### src/rtl/md_pkg.sv
// Shared types for the MD force pipeline.
//   full_id_t        : full particle ID (3*cell + particle)
//   wb_pkt_t         : writeback packet {id, force_z, force_y, force_x}
//   wb_sched_state_t : writeback scheduler phase
//   sat_inc32        : saturating 32-bit increment
package md_pkg;

  localparam int MD_ID_WIDTH   = 16;
  localparam int MD_DATA_WIDTH = 32;

  typedef logic [MD_ID_WIDTH-1:0] full_id_t;

  typedef struct packed {
    full_id_t                 id;
    logic [MD_DATA_WIDTH-1:0] force_z;
    logic [MD_DATA_WIDTH-1:0] force_y;
    logic [MD_DATA_WIDTH-1:0] force_x;
  } wb_pkt_t;

  typedef enum logic [2:0] {
    IDLE       = 3'd0,
    EVAL_DRAIN = 3'd1,
    START      = 3'd2,
    WB         = 3'd3,
    DONE       = 3'd4
  } wb_sched_state_t;

  function automatic logic [31:0] sat_inc32(input logic [31:0] v);
    return (v == 32'hFFFF_FFFF) ? v : v + 32'd1;
  endfunction

endpackage

### src/rtl/wb_req_fifo.sv
// Per-requester writeback FIFO.
// Ports:
//   clk, rst_n  : clock, async active-low reset
//   push        : push request (accepted only when not full)
//   push_data   : data to push
//   pop         : pop request (caller pops only when count != 0)
//   head        : oldest entry
//   count       : occupancy
//   ready       : registered, high when occupancy <= DEPTH-2
//   drop        : push arrived while full (packet discarded)
module wb_req_fifo #(
  parameter int WIDTH = 112,
  parameter int DEPTH = 4
) (
  input  logic                       clk,
  input  logic                       rst_n,
  input  logic                       push,
  input  logic [WIDTH-1:0]           push_data,
  input  logic                       pop,
  output logic [WIDTH-1:0]           head,
  output logic [$clog2(DEPTH+1)-1:0] count,
  output logic                       ready,
  output logic                       drop
);

  localparam int AW = $clog2(DEPTH);
  localparam int CW = $clog2(DEPTH+1);

  logic [WIDTH-1:0] mem_r [DEPTH];
  logic [AW-1:0]    wr_ptr_r;
  logic [AW-1:0]    rd_ptr_r;
  logic [CW-1:0]    count_r;
  logic [CW-1:0]    count_nxt_s;
  logic             ready_r;
  logic             full_s;
  logic             push_ok_s;
  logic             pop_ok_s;

  // Fullness is judged on the occupancy at the start of the cycle, so a push
  // into a full FIFO is dropped even if the same cycle pops.
  always_comb begin
    full_s      = (count_r == CW'(DEPTH));
    push_ok_s   = push && !full_s;
    pop_ok_s    = pop && (count_r != {CW{1'b0}});
    drop        = push && full_s;
    count_nxt_s = count_r + CW'(push_ok_s) - CW'(pop_ok_s);
  end

  // Storage array, no reset needed: entries are only read once written.
  always_ff @(posedge clk) begin
    if (push_ok_s) begin
      mem_r[wr_ptr_r] <= push_data;
    end
  end

  // Pointers, occupancy and ready; ready is derived from next occupancy so
  // the registered value tracks the current count.
  always_ff @(posedge clk or negedge rst_n) begin
    if (!rst_n) begin
      wr_ptr_r <= {AW{1'b0}};
      rd_ptr_r <= {AW{1'b0}};
      count_r  <= {CW{1'b0}};
      ready_r  <= 1'b0;
    end else begin
      if (push_ok_s) wr_ptr_r <= wr_ptr_r + AW'(1);
      if (pop_ok_s)  rd_ptr_r <= rd_ptr_r + AW'(1);
      count_r <= count_nxt_s;
      ready_r <= (count_nxt_s <= CW'(DEPTH-2));
    end
  end

  assign head  = mem_r[rd_ptr_r];
  assign count = count_r;
  assign ready = ready_r;

endmodule

### src/rtl/force_wb_scheduler.sv
// Writeback scheduler: buffers NUM_REQ force-distributor writeback streams,
// drains them round-robin onto one network port, and sequences the phase.
// Ports:
//   clk, rst_n      : clock, async active-low reset
//   eval_done       : pulse, pair evaluation for the home cell issued
//   req_wb / _valid : per-distributor packets (pushed unconditionally)
//   req_ref_issued  : per-distributor "all ref writebacks issued" pulse
//   req_ready       : per-distributor registered ready
//   start_wb        : one-cycle start pulse to all distributors
//   net_out/_valid  : network packet, valid/ready with net_ready
//   wb_phase_done   : one-cycle pulse at end of the writeback phase
//   busy            : FSM not in IDLE
//   overflow_err    : sticky, a push hit a full FIFO
// Optional build macro FORCE_WB_SCHED_PERF_EN adds perf_stall_cycles and
// perf_pkt_count (saturating, cleared on reset and at each START).
module force_wb_scheduler
  import md_pkg::*;
#(
  parameter int NUM_REQ    = 4,
  parameter int DATA_WIDTH = 32,
  parameter int ID_WIDTH   = 16,
  parameter int WB_WIDTH   = ID_WIDTH + 3*DATA_WIDTH,
  parameter int FIFO_DEPTH = 4
) (
  input  logic                        clk,
  input  logic                        rst_n,
  input  logic                        eval_done,
  input  logic [NUM_REQ*WB_WIDTH-1:0] req_wb,
  input  logic [NUM_REQ-1:0]          req_wb_valid,
  input  logic [NUM_REQ-1:0]          req_ref_issued,
  output logic [NUM_REQ-1:0]          req_ready,
  output logic [NUM_REQ-1:0]          start_wb,
  output logic [WB_WIDTH-1:0]         net_out,
  output logic                        net_valid,
  input  logic                        net_ready,
  output logic                        wb_phase_done,
  output logic                        busy,
  output logic                        overflow_err
`ifdef FORCE_WB_SCHED_PERF_EN
  ,
  output logic [31:0]                 perf_stall_cycles,
  output logic [31:0]                 perf_pkt_count
`endif
);

  localparam int PW = (NUM_REQ > 1) ? $clog2(NUM_REQ) : 1;
  localparam int CW = $clog2(FIFO_DEPTH+1);

  logic [WB_WIDTH-1:0] head_s  [NUM_REQ];
  logic [CW-1:0]       count_s [NUM_REQ];
  logic [NUM_REQ-1:0]  nonempty_s;
  logic [NUM_REQ-1:0]  pop_s;
  logic [NUM_REQ-1:0]  drop_s;
  logic [NUM_REQ-1:0]  ready_s;
  logic [PW-1:0]       ptr_r;
  logic [PW-1:0]       gnt_idx_s;
  logic                gnt_s;
  logic                load_s;
  logic                all_empty_s;
  logic [WB_WIDTH-1:0] out_r;
  logic                out_valid_r;
  wb_sched_state_t     state_r;
  logic [NUM_REQ-1:0]  done_r;
  logic [NUM_REQ-1:0]  start_wb_r;
  logic                phase_done_r;
  logic                busy_r;
  logic                overflow_r;

  for (genvar i = 0; i < NUM_REQ; i++) begin : g_fifo
    wb_req_fifo #(
      .WIDTH(WB_WIDTH),
      .DEPTH(FIFO_DEPTH)
    ) u_fifo (
      .clk      (clk),
      .rst_n    (rst_n),
      .push     (req_wb_valid[i]),
      .push_data(req_wb[i*WB_WIDTH +: WB_WIDTH]),
      .pop      (pop_s[i]),
      .head     (head_s[i]),
      .count    (count_s[i]),
      .ready    (ready_s[i]),
      .drop     (drop_s[i])
    );
    assign nonempty_s[i] = (count_s[i] != {CW{1'b0}});
  end

  // Round-robin search from ptr+1; descending scan so the nearest candidate
  // after ptr wins. No grant when the output register cannot take a packet.
  always_comb begin
    logic [PW-1:0] cand_v;
    logic          hit_v;
    cand_v      = {PW{1'b0}};
    hit_v       = 1'b0;
    load_s      = !out_valid_r || net_ready;
    all_empty_s = ~|nonempty_s;
    gnt_s       = 1'b0;
    gnt_idx_s   = ptr_r;
    for (int k = NUM_REQ; k >= 1; k--) begin
      cand_v    = PW'((int'(ptr_r) + k) % NUM_REQ);
      hit_v     = load_s && nonempty_s[cand_v];
      gnt_idx_s = hit_v ? cand_v : gnt_idx_s;
      gnt_s     = gnt_s | hit_v;
    end
    pop_s = {NUM_REQ{1'b0}};
    for (int i = 0; i < NUM_REQ; i++) begin
      pop_s[i] = gnt_s && (gnt_idx_s == PW'(i));
    end
  end

  // Output register and arbiter pointer; holds while stalled.
  always_ff @(posedge clk or negedge rst_n) begin
    if (!rst_n) begin
      out_r       <= {WB_WIDTH{1'b0}};
      out_valid_r <= 1'b0;
      ptr_r       <= {PW{1'b0}};
    end else if (gnt_s) begin
      out_r       <= head_s[gnt_idx_s];
      out_valid_r <= 1'b1;
      ptr_r       <= gnt_idx_s;
    end else if (load_s) begin
      out_valid_r <= 1'b0;
    end
  end

  // Sticky overflow flag.
  always_ff @(posedge clk or negedge rst_n) begin
    if (!rst_n) begin
      overflow_r <= 1'b0;
    end else if (|drop_s) begin
      overflow_r <= 1'b1;
    end
  end

  // Phase FSM. "Output empty or accepted" (load_s) means the register is
  // empty after this edge, so phase end lands one cycle after the last accept.
  always_ff @(posedge clk or negedge rst_n) begin
    if (!rst_n) begin
      state_r      <= IDLE;
      done_r       <= {NUM_REQ{1'b0}};
      start_wb_r   <= {NUM_REQ{1'b0}};
      phase_done_r <= 1'b0;
      busy_r       <= 1'b0;
    end else begin
      case (state_r)
        IDLE: begin
          if (eval_done) begin
            state_r <= EVAL_DRAIN;
            busy_r  <= 1'b1;
          end
        end
        EVAL_DRAIN: begin
          if (all_empty_s && load_s) begin
            state_r    <= START;
            start_wb_r <= {NUM_REQ{1'b1}};
          end
        end
        START: begin
          start_wb_r <= {NUM_REQ{1'b0}};
          done_r     <= req_ref_issued;
          state_r    <= WB;
        end
        WB: begin
          done_r <= done_r | req_ref_issued;
          if ((&done_r) && all_empty_s && load_s) begin
            state_r      <= DONE;
            phase_done_r <= 1'b1;
          end
        end
        DONE: begin
          phase_done_r <= 1'b0;
          busy_r       <= 1'b0;
          state_r      <= IDLE;
        end
        default: begin
          state_r      <= IDLE;
          start_wb_r   <= {NUM_REQ{1'b0}};
          phase_done_r <= 1'b0;
          busy_r       <= 1'b0;
        end
      endcase
    end
  end

`ifdef FORCE_WB_SCHED_PERF_EN
  logic [31:0] stall_r;
  logic [31:0] pkt_r;

  // Performance counters, restarted at every START.
  always_ff @(posedge clk or negedge rst_n) begin
    if (!rst_n) begin
      stall_r <= 32'd0;
      pkt_r   <= 32'd0;
    end else if (state_r == START) begin
      stall_r <= 32'd0;
      pkt_r   <= 32'd0;
    end else begin
      if (out_valid_r && !net_ready) stall_r <= sat_inc32(stall_r);
      if (out_valid_r && net_ready)  pkt_r   <= sat_inc32(pkt_r);
    end
  end

  assign perf_stall_cycles = stall_r;
  assign perf_pkt_count    = pkt_r;
`endif

  assign req_ready     = ready_s;
  assign start_wb      = start_wb_r;
  assign net_out       = out_r;
  assign net_valid     = out_valid_r;
  assign wb_phase_done = phase_done_r;
  assign busy          = busy_r;
  assign overflow_err  = overflow_r;

endmodule

### config.mk
export PLATFORM = sky130hd
export DESIGN_NAME = force_wb_scheduler
export DESIGN_NICKNAME = d
export VERILOG_FILES = /design/src/rtl/md_pkg.sv /design/src/rtl/wb_req_fifo.sv /design/src/rtl/force_wb_scheduler.sv
export SDC_FILE = /design/constraint.sdc
export NUM_CORES = 2
export LEC_CHECK = 0
export BUFFER_PORTS_ARGS = -buffer_cell sky130_fd_sc_hd__buf_4
export CAP_MARGIN = 20
export CORE_UTILIZATION = 60
export DETAILED_ROUTE_END_ITERATION = 16
export PLACE_DENSITY_LB_ADDON = 0.25
export SYNTH_ARGS = -nofsm -noshare
export SYNTH_HDL_FRONTEND = slang
export SYNTH_SLANG_ARGS = --single-unit
export TNS_END_PERCENT = 30
### constraint.sdc
create_clock -name clk -period 8.2 [get_ports clk]
set_clock_uncertainty 0.1 [all_clocks]
set_input_delay 2.46 -clock clk [delete_from_list [all_inputs] [get_ports clk]]
set_output_delay 2.46 -clock clk [all_outputs]
set_load 0.1 [all_outputs]
==> results.sh <==
export IMPL_synthSimpleGateAreaFrac=0.0115
export IMPL_final_setup_viol_count=0
export IMPL_nets=4334
export IMPL_fmax_mhz=196
export IMPL_netlist_area_sq_um=73800
export IMPL_yosys_area_share_xor_xnor=0.00237
export IMPL_tightest_slew_ps=1110
export IMPL_synth_seq_cells=1950
export IMPL_antenna_found_initial=78
export IMPL_num_rows=128
export IMPL_drt_pre_antenna_iters=5
export IMPL_syn_inst=3196
export IMPL_vias_per_cell=6.35
export IMPL_insertion_delay_ps=830
export IMPL_slowest_stage="or3_4"
export IMPL_synth_edf_count=1792
export IMPL_syn_area_per_cell_sq_um=23.1
export IMPL_drv_slew=0
export IMPL_cp_max_fo=48
export IMPL_min_period_ps=5110
export IMPL_drtAntennaViolNets=0
export IMPL_yosysWarnings=0
export IMPL_r2r_end="g_fifo[2].u_fifo.ready"
export IMPL_grt_usage=0.296
export IMPL_ff2ff_path_depth=13
export IMPL_clk_path_buf_depth=3
export IMPL_synth_area_mux_share=0.167
export IMPL_slew_headroom=0.260
export IMPL_peakVddDrop_v=0.000447
export IMPL_die_h_microns=353
export IMPL_fill_cells=7036
export IMPL_hp_class="reg -> reg"
export IMPL_drt_iter0_markers=3843
export IMPL_final_layout_size_suffix_gt1_frac=0.353
export IMPL_crit_family="simple AND/OR/NAND/NOR gates"
export IMPL_start_kind="input port"
export IMPL_worst_setup_path_type="in -> reg"
export IMPL_htreeDepth=4
export IMPL_drc=0
export IMPL_wl_per_cell_microns=31.9
export IMPL_synth_compound_area_share=0.0183
export IMPL_final_cell_mix="edfxtp_1, buf_4, mux4_2"
export IMPL_synth_top_family_by_area="multiplexers"
export IMPL_setup_worst_path_end="g_fifo[2].u_fifo.ready"
export IMPL_cp_buffers_inverters=3
export IMPL_hold_viol_final=0
export IMPL_cts_tree="built"
export IMPL_core_area_sq_um=122000
export IMPL_gr_total_overflow=0
export IMPL_vias=36200
export IMPL_grt_pass1_wl_microns=260000
export IMPL_critPathRequiredTime_ps=8800
export IMPL_gp_congestion=0.799
export IMPL_portBuffers=583
export IMPL_setup_tns_ps=0
export IMPL_grt_pass1_vias=38000
export IMPL_cts_sinks=1950
export IMPL_hpwl_microns=107000
export IMPL_startpoint="net_ready"
export IMPL_cts_buffers=188
export IMPL_rr_startpoint="g_fifo[3].u_fifo.count[1]"
export IMPL_cp_cell_sequence="buf_4 > nor2b_1 > or2_4 > or3_4 > nor2_2 > ha_1 > inv_1 > ha_1 > inv_1 > fa_1 > xnor2_1 > xnor2_1 > a21oi_1"
export IMPL_power_leakage_uw=0.0294
export IMPL_clk_pin_slew_ps=60
export IMPL_num_io_pins=584
export IMPL_cts_setup_buffers=0
export IMPL_area_growth_pct=16.7
export IMPL_p_total_uw=33900
export IMPL_power_density_nw_per_um2=393
export IMPL_cp_depth=13
export IMPL_ys_flop_type="edfxtp_1"
export IMPL_die_w_microns=353
export IMPL_yosysUniqueCellTypes=48
export IMPL_status="finished, final reports clean"
export IMPL_period_share=0.624
export IMPL_critPathMaxStageDelay_ps=680
export IMPL_synth_yosys_seq_area_share=0.783
export IMPL_totalWireLength_microns=182000
export IMPL_grt_max_degree=97
export IMPL_async_flop_share=0.0810
export IMPL_die_area_sq_um=124000
export IMPL_cts_root_buf="clkbuf_16"
export IMPL_cts_hold_buf=0
export IMPL_arrival_ps=5720
export IMPL_rsz0062_at_grt="no"
export IMPL_ff2ff_setup_slack_ps=3790
export IMPL_cts_resized=0
export IMPL_syn_nets=3684
export IMPL_mostFrequentLayoutCell="edfxtp_1"
export IMPL_synth_fa_ha_area_frac=0.00515
export IMPL_initial_core_util=0.606
export IMPL_end_kind="flop"
export IMPL_maxCapViolCount=0
==> worst min path at each step <==
stage	start	to	slack, ps	cells after the start
floorplan	done_r[2]	done_r[2]	370	1
global placement	net_out[33]	net_out[33]	370	2
detailed placement	net_out[15]	net_out[15]	370	2
CTS	net_out[52]	net_out[52]	390	2
global route	net_out[12]	net_out[12]	410	2
finish	net_out[52]	net_out[52]	390	2
==> kinds of logic after synthesis <==
logic type	after synthesis
buffers and inverters	201
adder cells (fa/ha/maj)	28
AND/OR/NAND/NOR	180
AO/OA/AOI/OAI	145
flip-flops	1950
multiplexers	672
XOR/XNOR	20
==> state kept, by name, summed over array words and instances (netlist names) <==
signal	count
busy	1
done_r	4
g_fifo.u_fifo.count	12
g_fifo.u_fifo.mem_r	1792
g_fifo.u_fifo.rd_ptr_r	8
g_fifo.u_fifo.ready	4
g_fifo.u_fifo.wr_ptr_r	8
net_out	112
net_valid	1
overflow_err	1
ptr_r	2
start_wb	1
state_r	3
wb_phase_done	1
==> metal layers <==
| metal | wire, microns | vias up | track usage |
|---|---|---|---|
| met5 | 430 | - | 0 |
| met1 | 66100 | 19100 | 0.378 |
| met4 | 5570 | 72 | 0.122 |
| li1 | - | 14800 | - |
| met2 | 91600 | 1798 | 0.481 |
| met3 | 18200 | 360 | 0.0875 |
==> power breakdown <==
part	total [uW]	switching (uW)	internal (uW)	leakage (uW)
clock network	8370	3670	4700	0.00293
logic	11200	7060	4110	0.00819
registers	14300	1090	13200	0.0183
==> final cells by class <==
| cell class | instances | area, sq um | share of cell area |
|---|---|---|---|
| sequential | 1950 | 57800 | 0.671 |
| multi-input combinational | 1045 | 15100 | 0.176 |
| clock buffer | 270 | 5260 | 0.0610 |
| timing repair buffer | 635 | 4920 | 0.0572 |
| tap | 1625 | 2030 | 0.0236 |
| clock inverter | 84 | 716 | 0.00831 |
| antenna | 61 | 153 | 0.00177 |
| inverter | 26 | 105 | 0.00122 |
==> through the flow <==
| step | instance area [sq um] | hold slack, ps | util | setup WS (ps) | cells |
|---|---|---|---|---|---|
| after CTS | 86000 | 393 | 0.705 | 3080 | 5635 |
| after detailed placement | 80000 | 375 | 0.656 | 2260 | 5281 |
| after global placement | 80000 | 371 | 0.656 | 2250 | 5281 |
| after global routing | 86100 | 408 | 0.706 | 2940 | 5675 |
| after floorplan | 73800 | 366 | - | 2140 | 3196 |
| final | 86100 | 393 | 0.707 | 3090 | 5696 |
==> worst register-to-register path, stage by stage (launching register included) <==
cell and delay, ps:
dfrtp_1 480, or3_4 420, nor4_2 470, or2_4 660, or3_4 680, nor2_2 100, ha_1 300, inv_1 70
ha_1 130, inv_1 50, fa_1 400, xnor2_1 180, xnor2_1 160, a21oi_1 60
==> cell usage after synthesis, types with 2 or more instances <==
| cell type | instances | area [sq um] |
|---|---|---|
| or3_4 | 2 | 22.5 |
| o21ai_0 | 5 | 25.0 |
| nand4_1 | 4 | 25.0 |
| nor3_2 | 3 | 30.0 |
| a21oi_1 | 11 | 55.1 |
| inv_1 | 25 | 93.8 |
| edfxtp_1 | 1792 | 53800 |
| buf_2 | 34 | 170 |
| o221ai_1 | 93 | 815 |
| xor2_1 | 5 | 43.8 |
| buf_1 | 21 | 78.8 |
| or2_2 | 2 | 12.5 |
| mux4_2 | 448 | 10100 |
| nor2b_1 | 4 | 25.0 |
| buf_6 | 8 | 90.1 |
| and2_1 | 18 | 113 |
| nand3_1 | 4 | 20.0 |
| nand2_1 | 117 | 439 |
| or3_1 | 3 | 18.8 |
| a22o_1 | 4 | 35.0 |
| a21boi_1 | 4 | 30.0 |
| fa_1 | 4 | 80.1 |
| buf_4 | 24 | 180 |
| o21ai_2 | 2 | 17.5 |
| nor2_1 | 9 | 33.8 |
| xnor2_1 | 15 | 131 |
| mux2i_1 | 224 | 2240 |
| ha_1 | 24 | 300 |
| nor3_1 | 4 | 20.0 |
| nand2b_1 | 3 | 18.8 |
| dfrtp_1 | 158 | 3950 |
| clkbuf_1 | 87 | 327 |
| o221ai_2 | 20 | 300 |
Power figures use the tool's default switching activity.
